[config.mk]
export PLATFORM = sky130hd
export DESIGN_NAME = jump_cmd_gen
export DESIGN_NICKNAME = d
export VERILOG_FILES = /design/src/rtl/jump_cmd_gen_pkg.sv /design/src/rtl/jump_cmd_gen_ps2_rx_frame.sv /design/src/rtl/jump_cmd_gen.sv
export SDC_FILE = /design/constraint.sdc
export NUM_CORES = 1
export LEC_CHECK = 0
export ABC_AREA = 1
export CORE_MARGIN = 5
export CORE_UTILIZATION = 43
export DETAILED_ROUTE_END_ITERATION = 8
export PLACE_DENSITY = 0.6
export SLEW_MARGIN = 10
export SYNTH_ARGS = -nofsm -noshare
export SYNTH_HDL_FRONTEND = slang
export SYNTH_SLANG_ARGS = --single-unit
[constraint.sdc]
create_clock -name clock -period 1.7 [get_ports clock]
set_clock_uncertainty 0.05 [all_clocks]
set_input_delay 0.255 -clock clock [delete_from_list [all_inputs] [get_ports clock]]
set_output_delay 0.255 -clock clock [all_outputs]
set_load 0.05 [all_outputs]
[src/rtl/jump_cmd_gen_pkg.sv]
// Shared scancode constants, receive-FSM encoding and default jump heights
// for the PS/2 jump command path.
package jump_cmd_gen_pkg;

  localparam logic [7:0] SC_SPACE = 8'h29;
  localparam logic [7:0] SC_UP    = 8'h75;
  localparam logic [7:0] SC_EXT   = 8'hE0;
  localparam logic [7:0] SC_BRK   = 8'hF0;

  localparam int unsigned DEF_TIMEOUT   = 50000;
  localparam int unsigned DEF_JUMP_LOW  = 20;
  localparam int unsigned DEF_JUMP_HIGH = 40;

  typedef enum logic [1:0] {
    ST_IDLE   = 2'd0,
    ST_DATA   = 2'd1,
    ST_PARITY = 2'd2,
    ST_STOP   = 2'd3
  } rx_state_e;

endpackage

[src/rtl/jump_cmd_gen_ps2_rx_frame.sv]
// PS/2 frame receiver: pin synchronisers, falling-edge strobe, 11-bit frame
// FSM with odd-parity check and mid-frame timeout.
module ps2_rx_frame
  import jump_cmd_gen_pkg::*;
#(
  parameter int unsigned TIMEOUT_CYCLES = DEF_TIMEOUT
) (
  input  logic       clock,
  input  logic       resetn,
  input  logic       ps2_clk,
  input  logic       ps2_data,
  output logic [7:0] rx_byte,
  output logic       byte_valid,
  output logic       frame_err
);

  localparam int TW = $clog2(TIMEOUT_CYCLES + 1);

  logic [1:0]  r_clk_s, r_dat_s;
  logic        r_clk_prev;
  rx_state_e   r_state, w_state_n;
  logic [7:0]  r_shift, w_shift_n;
  logic [2:0]  r_bit, w_bit_n;
  logic        r_par, w_par_n;
  logic [TW-1:0] r_tcnt, w_tcnt_n;
  logic        r_bv, w_bv_n;
  logic        r_err, w_err_n;
  logic        w_strobe, w_dat;

  // Lines idle high, so synchronisers reset high to avoid a phantom edge.
  always_ff @(posedge clock or negedge resetn) begin
    if (!resetn) begin
      r_clk_s    <= 2'b11;
      r_dat_s    <= 2'b11;
      r_clk_prev <= 1'b1;
    end else begin
      r_clk_s    <= {r_clk_s[0], ps2_clk};
      r_dat_s    <= {r_dat_s[0], ps2_data};
      r_clk_prev <= r_clk_s[1];
    end
  end

  assign w_strobe = r_clk_prev & ~r_clk_s[1];
  assign w_dat    = r_dat_s[1];

  always_ff @(posedge clock or negedge resetn) begin
    if (!resetn) begin
      r_state <= ST_IDLE;
      r_shift <= '0;
      r_bit   <= '0;
      r_par   <= 1'b0;
      r_tcnt  <= '0;
      r_bv    <= 1'b0;
      r_err   <= 1'b0;
    end else begin
      r_state <= w_state_n;
      r_shift <= w_shift_n;
      r_bit   <= w_bit_n;
      r_par   <= w_par_n;
      r_tcnt  <= w_tcnt_n;
      r_bv    <= w_bv_n;
      r_err   <= w_err_n;
    end
  end

  always_comb begin
    w_state_n = r_state;
    w_shift_n = r_shift;
    w_bit_n   = r_bit;
    w_par_n   = r_par;
    w_bv_n    = 1'b0;
    w_err_n   = 1'b0;
    w_tcnt_n  = (r_state == ST_IDLE || w_strobe) ? '0 : r_tcnt + TW'(1);
    if (w_strobe) begin
      case (r_state)
        ST_IDLE: begin
          if (!w_dat) begin
            w_state_n = ST_DATA;
            w_bit_n   = '0;
          end else begin
            w_err_n = 1'b1;
          end
        end
        ST_DATA: begin
          w_shift_n = {w_dat, r_shift[7:1]};
          w_bit_n   = r_bit + 3'd1;
          if (r_bit == 3'd7) w_state_n = ST_PARITY;
        end
        ST_PARITY: begin
          w_par_n   = w_dat;
          w_state_n = ST_STOP;
        end
        ST_STOP: begin
          if (w_dat && (^{r_shift, r_par})) w_bv_n  = 1'b1;
          else                              w_err_n = 1'b1;
          w_state_n = ST_IDLE;
        end
        default: w_state_n = ST_IDLE;
      endcase
    end else if (r_state != ST_IDLE && r_tcnt == TW'(TIMEOUT_CYCLES - 1)) begin
      // Stalled mid-frame: drop the partial byte.
      w_state_n = ST_IDLE;
      w_err_n   = 1'b1;
      w_tcnt_n  = '0;
    end
  end

  assign rx_byte    = r_shift;
  assign byte_valid = r_bv;
  assign frame_err  = r_err;

endmodule

[src/rtl/jump_cmd_gen.sv]
// PS/2 keyboard to jump command: decodes make/break/extended scancodes and
// emits one jump pulse per Space / Up-arrow press.
module jump_cmd_gen
  import jump_cmd_gen_pkg::*;
#(
  parameter int unsigned TIMEOUT_CYCLES = DEF_TIMEOUT,
  parameter int unsigned HEIGHT_W       = 8,
  parameter int unsigned JUMP_LOW       = DEF_JUMP_LOW,
  parameter int unsigned JUMP_HIGH      = DEF_JUMP_HIGH
) (
  input  logic                clock,
  input  logic                resetn,
  input  logic                ps2_clk,
  input  logic                ps2_data,
  output logic                jump,
  output logic [HEIGHT_W-1:0] jump_height,
  output logic                key_held,
  output logic                frame_err
);

  logic [7:0]          w_byte;
  logic                w_bv, w_err;
  logic                w_space, w_up;
  logic                r_ext, r_brk, r_held, r_jump;
  logic [HEIGHT_W-1:0] r_height;

  ps2_rx_frame #(.TIMEOUT_CYCLES(TIMEOUT_CYCLES)) u_rx (
    .clock      (clock),
    .resetn     (resetn),
    .ps2_clk    (ps2_clk),
    .ps2_data   (ps2_data),
    .rx_byte    (w_byte),
    .byte_valid (w_bv),
    .frame_err  (w_err)
  );

  assign w_space = !r_ext && (w_byte == SC_SPACE);
  assign w_up    =  r_ext && (w_byte == SC_UP);

  // One held flag covers both keys: releasing either clears it.
  always_ff @(posedge clock or negedge resetn) begin
    if (!resetn) begin
      r_ext    <= 1'b0;
      r_brk    <= 1'b0;
      r_held   <= 1'b0;
      r_jump   <= 1'b0;
      r_height <= '0;
    end else begin
      r_jump <= 1'b0;
      if (w_err) begin
        r_ext <= 1'b0;
        r_brk <= 1'b0;
      end else if (w_bv) begin
        if (w_byte == SC_EXT) begin
          r_ext <= 1'b1;
        end else if (w_byte == SC_BRK) begin
          r_brk <= 1'b1;
        end else begin
          if (!r_brk) begin
            if ((w_space || w_up) && !r_held) begin
              r_jump   <= 1'b1;
              r_height <= w_up ? HEIGHT_W'(JUMP_HIGH) : HEIGHT_W'(JUMP_LOW);
              r_held   <= 1'b1;
            end
          end else if (w_space || w_up) begin
            r_held <= 1'b0;
          end
          r_ext <= 1'b0;
          r_brk <= 1'b0;
        end
      end
    end
  end

  assign jump        = r_jump;
  assign jump_height = r_height;
  assign key_held    = r_held;
  assign frame_err   = w_err;

endmodule

After elaboration in Yosys (flattened, before gate mapping):

Cells that the tools add are included.

* multiplexer cells: 36
* reduce and logical (&&, ||, !) cells: 24
* bitwise operators: 6
* add/sub/neg operators: 2
* equal/unequal tests: 15

Operators by type and width (count)
* two-way mux 16 bit: 3
* two-way mux 1 bit: 24
* adder 16 x 1 -> 16 bit, second input constant: 1
* equality test 16 bit, second input constant: 1
* equality test 8 bit, second input constant: 2
* AND reduction 6 bit: 2
* nonzero test 2 bit: 5
* XOR reduction 9 bit: 1
* equality test 8 x 6 -> 1 bit, second input constant: 1
* equality test 8 x 7 -> 1 bit, second input constant: 1
* two-way mux 2 bit: 4
* case mux 2 bit (4 select lines): 1
* AND reduction 2 bit: 4
* two-way mux 6 bit: 1
* inequality test 3 bit, second input constant: 2
* case mux 3 bit (2 select lines): 1
* AND reduction 3 bit: 2
* logical AND 1 bit: 5
* NOT 1 bit: 5
* equality test 2 bit, second input constant: 2
* inequality test 2 x 1 -> 1 bit, second input constant: 2
* adder 3 x 1 -> 3 bit, second input constant: 1
* equality test 3 bit, second input constant: 1
* two-way mux 3 bit: 1
* 8 further kinds: 10

* word-level logic and storage cells: 98
* output and inout bits: 11
* flip-flop bits (word level): 49
* bits of input ports: 4

Longest topological paths before layout:

Gate-level depths: netlist of the first run.

* word-level depth: 10
* gate-level depth with buffers: 11
* gate-level depth less buffers: 11

By module:

A second synthesis of the first run with hierarchy kept.

* cells, all modules: 291
* area, all modules: 2316.0 µm²

Modules (own cells, without submodules)
* ps2_rx_frame: area each 1869.3 µm², sequential area each 932.1 µm², instances 1, cells each 222
* jump_cmd_gen: area each 446.7 µm², sequential area each 150.1 µm², instances 1, cells each 69

Worst setup path after synthesis of the first run:

OpenSTA, ideal clock, no wires.

* path kind: flip-flop to flip-flop
* start point: register u_rx.r_tcnt[0]
* end point: register u_rx.r_tcnt[14]
* setup slack: 263 ps
* data required time: 1531 ps
* arrival: 1268 ps
* cell stages (with the launch flop): 9
* period minus slack after synthesis: 1437 ps
* cell sequence: dfrtp_1 > ha_1 > nand2_1 > nor2_2 > nand4_4 > nor2_4 > nand3_1 > xor2_1 > nor2_2

* word-level cells in the longest chain between the ends: 4

Ends and longest elaborated chain
* from (decl): line jump_cmd_gen_ps2_rx_frame.sv:25 `logic [TW-1:0] r_tcnt, w_tcnt_n;`
* from (signal assigned): line jump_cmd_gen_ps2_rx_frame.sv:60 `r_tcnt <= w_tcnt_n;`
* adder 16 x 1 -> 16 bit / equality test 16 bit (equally long branches): line jump_cmd_gen_ps2_rx_frame.sv:73, jump_cmd_gen_ps2_rx_frame.sv:100
* two-way mux 16 bit / logical AND 1 bit (equally long branches): line jump_cmd_gen_ps2_rx_frame.sv:73, jump_cmd_gen_ps2_rx_frame.sv:100
* two-way mux 16 bit: line jump_cmd_gen_ps2_rx_frame.sv:100 `end else if (r_state != ST_IDLE && r_tcnt == TW'(TIMEOUT_CYCLES - 1)) begin`
* two-way mux 16 bit *: line jump_cmd_gen_ps2_rx_frame.sv:74 `if (w_strobe) begin`
* via u_rx.w_tcnt_n[14]: line jump_cmd_gen_ps2_rx_frame.sv:25

The timed path passes the listed nets; every way through them passes the cells marked *.
A chain may end at the register's enable or synchronous reset.

Worst setup path in the final report of the first run:

Same ends and word-level chain as after synthesis.

==> out/qor.csv, run 1 <==
metric;value;unit
Synth Flop Type;dfrtp_1;
Compound-Gate Fraction of Synth Area;0.0635;
PD cells;1300;nW/um2
max incr delay on CP;0.38;ns
die area;6820;um2
crit-path cells;ha_1 -> nand2_1 -> nor2_4 -> nand4_4 -> nor2_4 -> nand3_1 -> xor2_1 -> nor2_2;
Max Cap Violations;0;
share of layout cells above drive strength 1;0.192;
Non-Filler Instances;356;
Mean Syn Cell Area;8.49;um2
dpl cell area;2430;um2
Post-Synth XOR/XNOR Area;0.0464;
Core Region;5110;um2
async set-reset flop share out of synthesis;1.00;
hold path depth;0;
DRC;0;
most frequent cell after synthesis;nand2_1;
Vias;1634;
worst-path maximum fanout;3;
Routed Antenna Nets;0;
synth unique cells;32;
leak pwr;1.24;nW
vias in the first global route;1562;
CTS tree;done;
critical register-to-register path startpoint;u_rx.r_tcnt[0]$_DFF_PN0_;
Post-synth EDFFs;0;
first-pass GRT wire length;6.91;mm
Initial Util;0.444;
Placed Instances;346;
Routability Congestion;0.831;
H-tree Lvls;2;
Top cell by count, worst path;nor2_4;
die height;82.6;um
synthesized area;2270;um2
setup violators final;0;
Worst Hold Path EP;u_rx.r_dat_s[1]$_DFF_PN1_;
post-synth top area cell;dfrtp_1;
simple-gate share of the synthesized area;0.291;
kind of critical path;register to register;
Fmax;648;MHz
TritonCTS Buffers;5;
Post-synth top cells;nand2_1, dfrtp_1, inv_1, nor2_1, o21ai_0;
worst path required time;1.83;ns
capturing point of the worst reg2reg path;u_rx.r_tcnt[14]$_DFF_PN0_;
IO buf count;10;
Final period util;0.907;
status;finished clean;
post-synthesis register bit count;43;
Ports;15;
largest net degree at the start of global routing;44;
Chip Width;82.6;um
mux cell area share after synthesis;0;
row cnt;26;
fin area;2590;um2
worst hold-check path type;register to register;
initial antenna violation count;0;
diode count;0;
first-pass iteration count of the detailed router;4;
RSZ-0062 raised after global routing;false;
Via-to-Cell Ratio;4.59;
Max clock buf depth;2;
Synth Area in Adders;0.0386;
routed length per instance;11.2;um
Syn. warnings;0;
Worst Hold Launch;u_rx.r_dat_s[0]$_DFF_PN1_;
Final Hold Vio Count;0;
largest family of logic cells by synthesized area;simple AND/OR/NAND/NOR gates;
Area growth, synth to finish;14.2;%
Syn Inst Count;267;
endpoint class of the critical path;register;
top cell type's share of synthesized area;0.419;
CTS Root Cell;clkbuf_8;
Worst-Skew Late Latency;0.29;ns
Final min period;1.54;ns
Worst Reg2Reg Path Length in Cells;8;
crit path DAT;1.68;ns
DP HPWL;2.91;mm
DRT iter0 DRCs;54;
Total Nets Final;296;
Worst-path clk slew;0.09;ns
Critical Path Start Type;register;
Sink Count;43;
VDD IR-drop max;0.550;mV
fillers;480;
fin. max-slew vios;0;
CP max-delay cell;dfrtp_1;
R2R Setup Slk;0.16;ns
grt total ovfl;0;
final wirelength;3.99;mm
register area share after synthesis;0.477;
CP startpoint;u_rx.r_tcnt[0]$_DFF_PN0_;
total negative slack;0;ns
Global Route Usage Sum;0.135;
synth top area cells;dfrtp_1, nand2_1, dfstp_2;
==> state kept, by name (all words and copies together) (netlist names), 2 cells and up <==
name and cells:
u_rx.r_tcnt 16, u_rx.rx_byte 8, u_rx.r_clk_s 2, u_rx.r_state 2
u_rx.r_dat_s 2, jump_height 2, u_rx.r_bit 3
==> cells by family after synthesis <==
| kind of cell | after synthesis |
|---|---|
| simple gates | 136 |
| xor+xnor | 12 |
| other cells | 1 |
| compound gates | 26 |
| buf+inv | 42 |
| fa+ha+maj | 7 |
| flops | 43 |
==> routing by layer <==
layer	global-route usage	routed length (um)	up-vias
li1	-	-	870
met1	0.176	2030	739
met2	0.211	1800	25
met3	0.0412	163	0
met4	0.0474	0	0
met5	0	0	-
==> worst max-delay path by stage <==
stage | end | slack (ns) | depth (start not counted)
3_3_place_gp | u_rx.r_tcnt[6]$_DFF_PN0_ | 0.13 | 8
4_1_cts | u_rx.r_state[0]$_DFFE_PN0P_ | 0.07 | 8
6_report | u_rx.r_tcnt[14]$_DFF_PN0_ | 0.16 | 8
3_5_place_dp | u_rx.r_tcnt[4]$_DFF_PN0_ | 0.1 | 8
5_1_grt | u_rx.r_state[0]$_DFFE_PN0P_ | 0.02 | 8
2_1_floorplan | u_rx.r_tcnt[14]$_DFF_PN0_ | 0.26 | 8
==> worst max-delay path: cells and delay by family, from the launching register on <==
family	cells	cell delay, ns
fa+ha+maj	1	0.17
xor+xnor	1	0.17
flops	1	0.38
simple gates	6	0.67
==> layout make-up <==
cell class | count | area, um2 | area share
well taps | 70 | 87.6 | 0.0338
clock inverters | 2 | 60.1 | 0.0232
multi-input cells | 185 | 1020 | 0.395
flip-flops and latches | 43 | 1080 | 0.418
repair buffers | 16 | 138 | 0.0531
clock buffers | 6 | 72.6 | 0.0280
inverters | 34 | 128 | 0.0493
==> power by group <==
| part | switching (mW) | internal, mW | total, mW |
|---|---|---|---|
| combinational | 0.657 | 0.369 | 1.03 |
| clock | 0.351 | 0.587 | 0.938 |
| sequential | 0.197 | 1.20 | 1.39 |
==> repair_timing <==
item | 4_1_cts | 5_1_grt
hold buffers | 1 | 0
gates resized for setup | 0 | 4
endpoints found under the hold margin | 38 | 0
buffers inserted | 0 | 1
setup endpoints to repair | 0 | 11
==> cells in the final DEF, fill, tap and decap left out, types with 2 or more instances in the layout <==
cell             netlist  layout
nand2_1               59      58
dfrtp_1               38      38
inv_1                 31      31
nor2_1                31      30
nand3_1               14      14
o21ai_0               15      14
xor2_1                11      11
buf_4                  7      11
nor2_2                 8       8
ha_1                   7       7
nand2_2                5       6
nor3_1                 5       5
clkbuf_8               0       5
dfstp_2                5       5
a21oi_1                4       4
conb_1                 1       4
nor3_2                 3       3
inv_2                  3       3
nand4_1                3       3
o21ai_1                2       3
nor2_4                 1       2
nand3_2                2       2
o31ai_1                2       2
bufinv_16              0       2
clkdlybuf4s50_1        0       2
==> metrics by stage <==
stage | utilization | hold slack [ns] | total power [mW] | setup slack (ns)
6_report | 0.507 | 0.308 | 3.36 | 0.157
3_5_place_dp | 0.476 | 0.204 | 2.43 | 0.0971
2_1_floorplan | - | -0.0906 | 2.19 | 0.263
4_1_cts | 0.504 | 0.302 | 3.39 | 0.0738
3_3_place_gp | 0.476 | 0.201 | 2.41 | 0.130
5_1_grt | 0.507 | 0.291 | 3.63 | 0.0210
Note: power is estimated with default switching activity, not from simulation.
==> run 2: changes to the inputs <==
--- a/config.mk
+++ b/config.mk
@@ -10,7 +10,6 @@
 export CORE_UTILIZATION = 43
 export DETAILED_ROUTE_END_ITERATION = 8
 export PLACE_DENSITY = 0.6
-export SLEW_MARGIN = 10
 export SYNTH_ARGS = -nofsm -noshare
 export SYNTH_HDL_FRONTEND = slang
 export SYNTH_SLANG_ARGS = --single-unit
==> results of run 2 <==
The final DEF is identical to that of run 1; final timing and power are the same.
==> run 3: changes to the inputs <==
--- a/config.mk
+++ b/config.mk
@@ -9,7 +9,7 @@
 export CORE_MARGIN = 5
 export CORE_UTILIZATION = 43
 export DETAILED_ROUTE_END_ITERATION = 8
-export PLACE_DENSITY = 0.6
+export PLACE_DENSITY_LB_ADDON = 0.25
 export SYNTH_ARGS = -nofsm -noshare
 export SYNTH_HDL_FRONTEND = slang
 export SYNTH_SLANG_ARGS = --single-unit
==> run 3 against run 2 <==
Compared with the run above:
- non-clock buffer count decreased by 2
- cell area decreased by 1.4%
- via count increased by 1.2%
- sequential share of layout area increased by 0.57 points
- worst hold slack got worse by 0.00087 ns
- die area unchanged
- critical path depth decreased by 1
- sequential power about the same
- critical endpoint is now u_rx.r_tcnt[3]$_DFF_PN0_
- highest routed layer is now met4
- combinational power about the same
==> out/qor.csv, run 3 (synthesized netlist as in run 1, its figures left out) <==
metric;value;unit;change
worst hold-check path type;register to register;;
Area growth, synth to finish;12.7;%;
PD cells;1260;nW/um2;-2.8%
Worst-Skew Late Latency;0.29;ns;about the same
max incr delay on CP;0.42;ns;+0.04 ns
Routed Antenna Nets;0;;unchanged
vias in the first global route;1581;;+1.2%
status;finished clean;;
Max clock buf depth;2;;unchanged
Sink Count;43;;unchanged
first-pass GRT wire length;6.87;mm;-0.69%
setup violators final;0;;unchanged
Biggest register;u_rx.r_tcnt;;
setup bufs post-CTS;0;;unchanged
initial antenna violation count;0;;unchanged
DRC;0;;unchanged
Final Hold Vio Count;0;;unchanged
leak pwr;1.23;nW;-1.3%
DP HPWL;2.89;mm;-0.85%
Via-to-Cell Ratio;4.67;;+1.7%
crit path DAT;1.70;ns;+0.02 ns
IO buf count;10;;unchanged
worst path required time;1.87;ns;+0.04 ns
most common cell after layout, fill and taps aside;nand2_1;;
grt total ovfl;0;;unchanged
H-tree Lvls;2;;unchanged
diode count;0;;unchanged
CP max-delay cell;dfrtp_1;;
die height;82.6;um;unchanged
Max Cap Violations;0;;unchanged
kind of critical path;register to register;;
RSZ-0062 raised after global routing;false;;
routed length per instance;10.7;um;-4.7%
share of layout cells above drive strength 1;0.183;;-0.00921
row cnt;26;;unchanged
crit-path cells;inv_1 -> ha_1 -> nor2_1 -> inv_1 -> nor2_1 -> inv_2 -> nor3b_2;;
endpoint class of the critical path;register;;
Worst-path clk slew;0.08;ns;about the same
Pwr Total;3.22;mW;-4.1%
Routability Congestion;0.820;;-1.4%
final hold slack;0.307;ns;-0.000866 ns
Total Nets Final;294;;-0.68%
largest net degree at the start of global routing;27;;-39%
VDD IR-drop max;0.533;mV;-3.2%
commonest non-fill, non-tap cells in the layout;nand2_1, dfrtp_1, inv_1, nor2_1;;
Initial Util;0.444;;unchanged
CTS tree;done;;
die area;6820;um2;unchanged
dpl cell area;2420;um2;-0.31%
TritonCTS Buffers;5;;unchanged
fin area;2550;um2;-1.4%
DRT iter0 DRCs;57;;+5.6%
Chip Width;82.6;um;unchanged
final wirelength;3.78;mm;-5.2%
CTS Root Cell;clkbuf_8;;
Final min period;1.52;ns;-0.0193 ns
Final period util;0.896;;-0.0114
Global Route Usage Sum;0.131;;-0.00383
first-pass iteration count of the detailed router;4;;unchanged
Critical Path Start Type;register;;
Vias;1653;;+1.2%
Core Region;5110;um2;unchanged
total negative slack;0;ns;unchanged
number of flip-flops in the largest register;16;;unchanged
Fmax;656;MHz;+1.3%
worst-path maximum fanout;8;;+5
Ports;15;;unchanged
fin. max-slew vios;0;;unchanged
-- run 3: cell count changes in the layout (fill, tap and decap cells not counted), sizes merged --
cell    delta
clkinv     +1
buf        -2
bufinv     -1
-- run 3: final cells by class --
| type | instances | area (um2) |
|---|---|---|
| timing repair buffer | 14 | 123 |
| fill | 499 | 2550 |
| tap | 70 | 87.6 |
| inverter | 34 | 128 |
| sequential | 43 | 1080 |
| clock inverter | 2 | 35.0 |
| clock buffer | 6 | 82.6 |
| multi-input combinational | 185 | 1020 |
-- run 3: what timing repair did --
action | 4_1_cts | 5_1_grt
endpoints found under the setup margin | 0 | 3
hold endpoints to repair | 17 | 0
gates resized for setup | 0 | 2
hold buffers | 1 | 0
-- run 3: worst max-delay path: cells and delay by family, from the launching register on --
kind / cells / cell delay, ns
buf+inv: 3 / 0.27
flops: 1 / 0.42
simple gates: 3 / 0.47
fa+ha+maj: 1 / 0.24
-- run 3: path summary, 6_finish.rpt --
| kind | slack [ns] | startpoint | cells past startpoint | to |
|---|---|---|---|---|
| max in group asynchronous | 0.68 | resetn | 3 | u_rx.r_dat_s[0]$_DFF_PN1_ |
| worst max register to register | 0.18 | u_rx.r_state[0]$_DFFE_PN0P_ | 7 | u_rx.r_tcnt[3]$_DFF_PN0_ |
| worst min register to register | 0.31 | u_rx.r_clk_s[0]$_DFF_PN1_ | 0 | u_rx.r_clk_s[1]$_DFF_PN1_ |
| worst min-delay path | 0.31 | u_rx.r_clk_s[0]$_DFF_PN1_ | 0 | u_rx.r_clk_s[1]$_DFF_PN1_ |
| min in group asynchronous | 0.37 | resetn | 2 | jump_height[3]$_DFFE_PN0P_ |
| worst max-delay path | 0.18 | u_rx.r_state[0]$_DFFE_PN0P_ | 7 | u_rx.r_tcnt[3]$_DFF_PN0_ |
-- run 3: power by group --
part / total, mW / switching (mW) / internal, mW
clock network: 0.820 / 0.345 / 0.475
registers: 1.39 / 0.198 / 1.20
logic: 1.01 / 0.642 / 0.363
-- run 3: metal layers --
layer  wire length (um)  vias up  GRT usage
met1               1840      754      0.174
li1                   -      866          -
met2               1700       27      0.205
met4                 70        0     0.0458
met3                167        6     0.0358
met5                  0        -          0
-- run 3: per-stage QoR --
| step | utilization | cells | setup slack, ns |
|---|---|---|---|
| 6_report | 0.500 | 354 | 0.177 |
| 5_1_grt | 0.500 | 354 | 0.00519 |
| 4_1_cts | 0.499 | 354 | 0.107 |
| 3_5_place_dp | 0.474 | 345 | 0.112 |
| 3_3_place_gp | 0.474 | 345 | 0.146 |
| 2_1_floorplan | - | 270 | 0.263 |
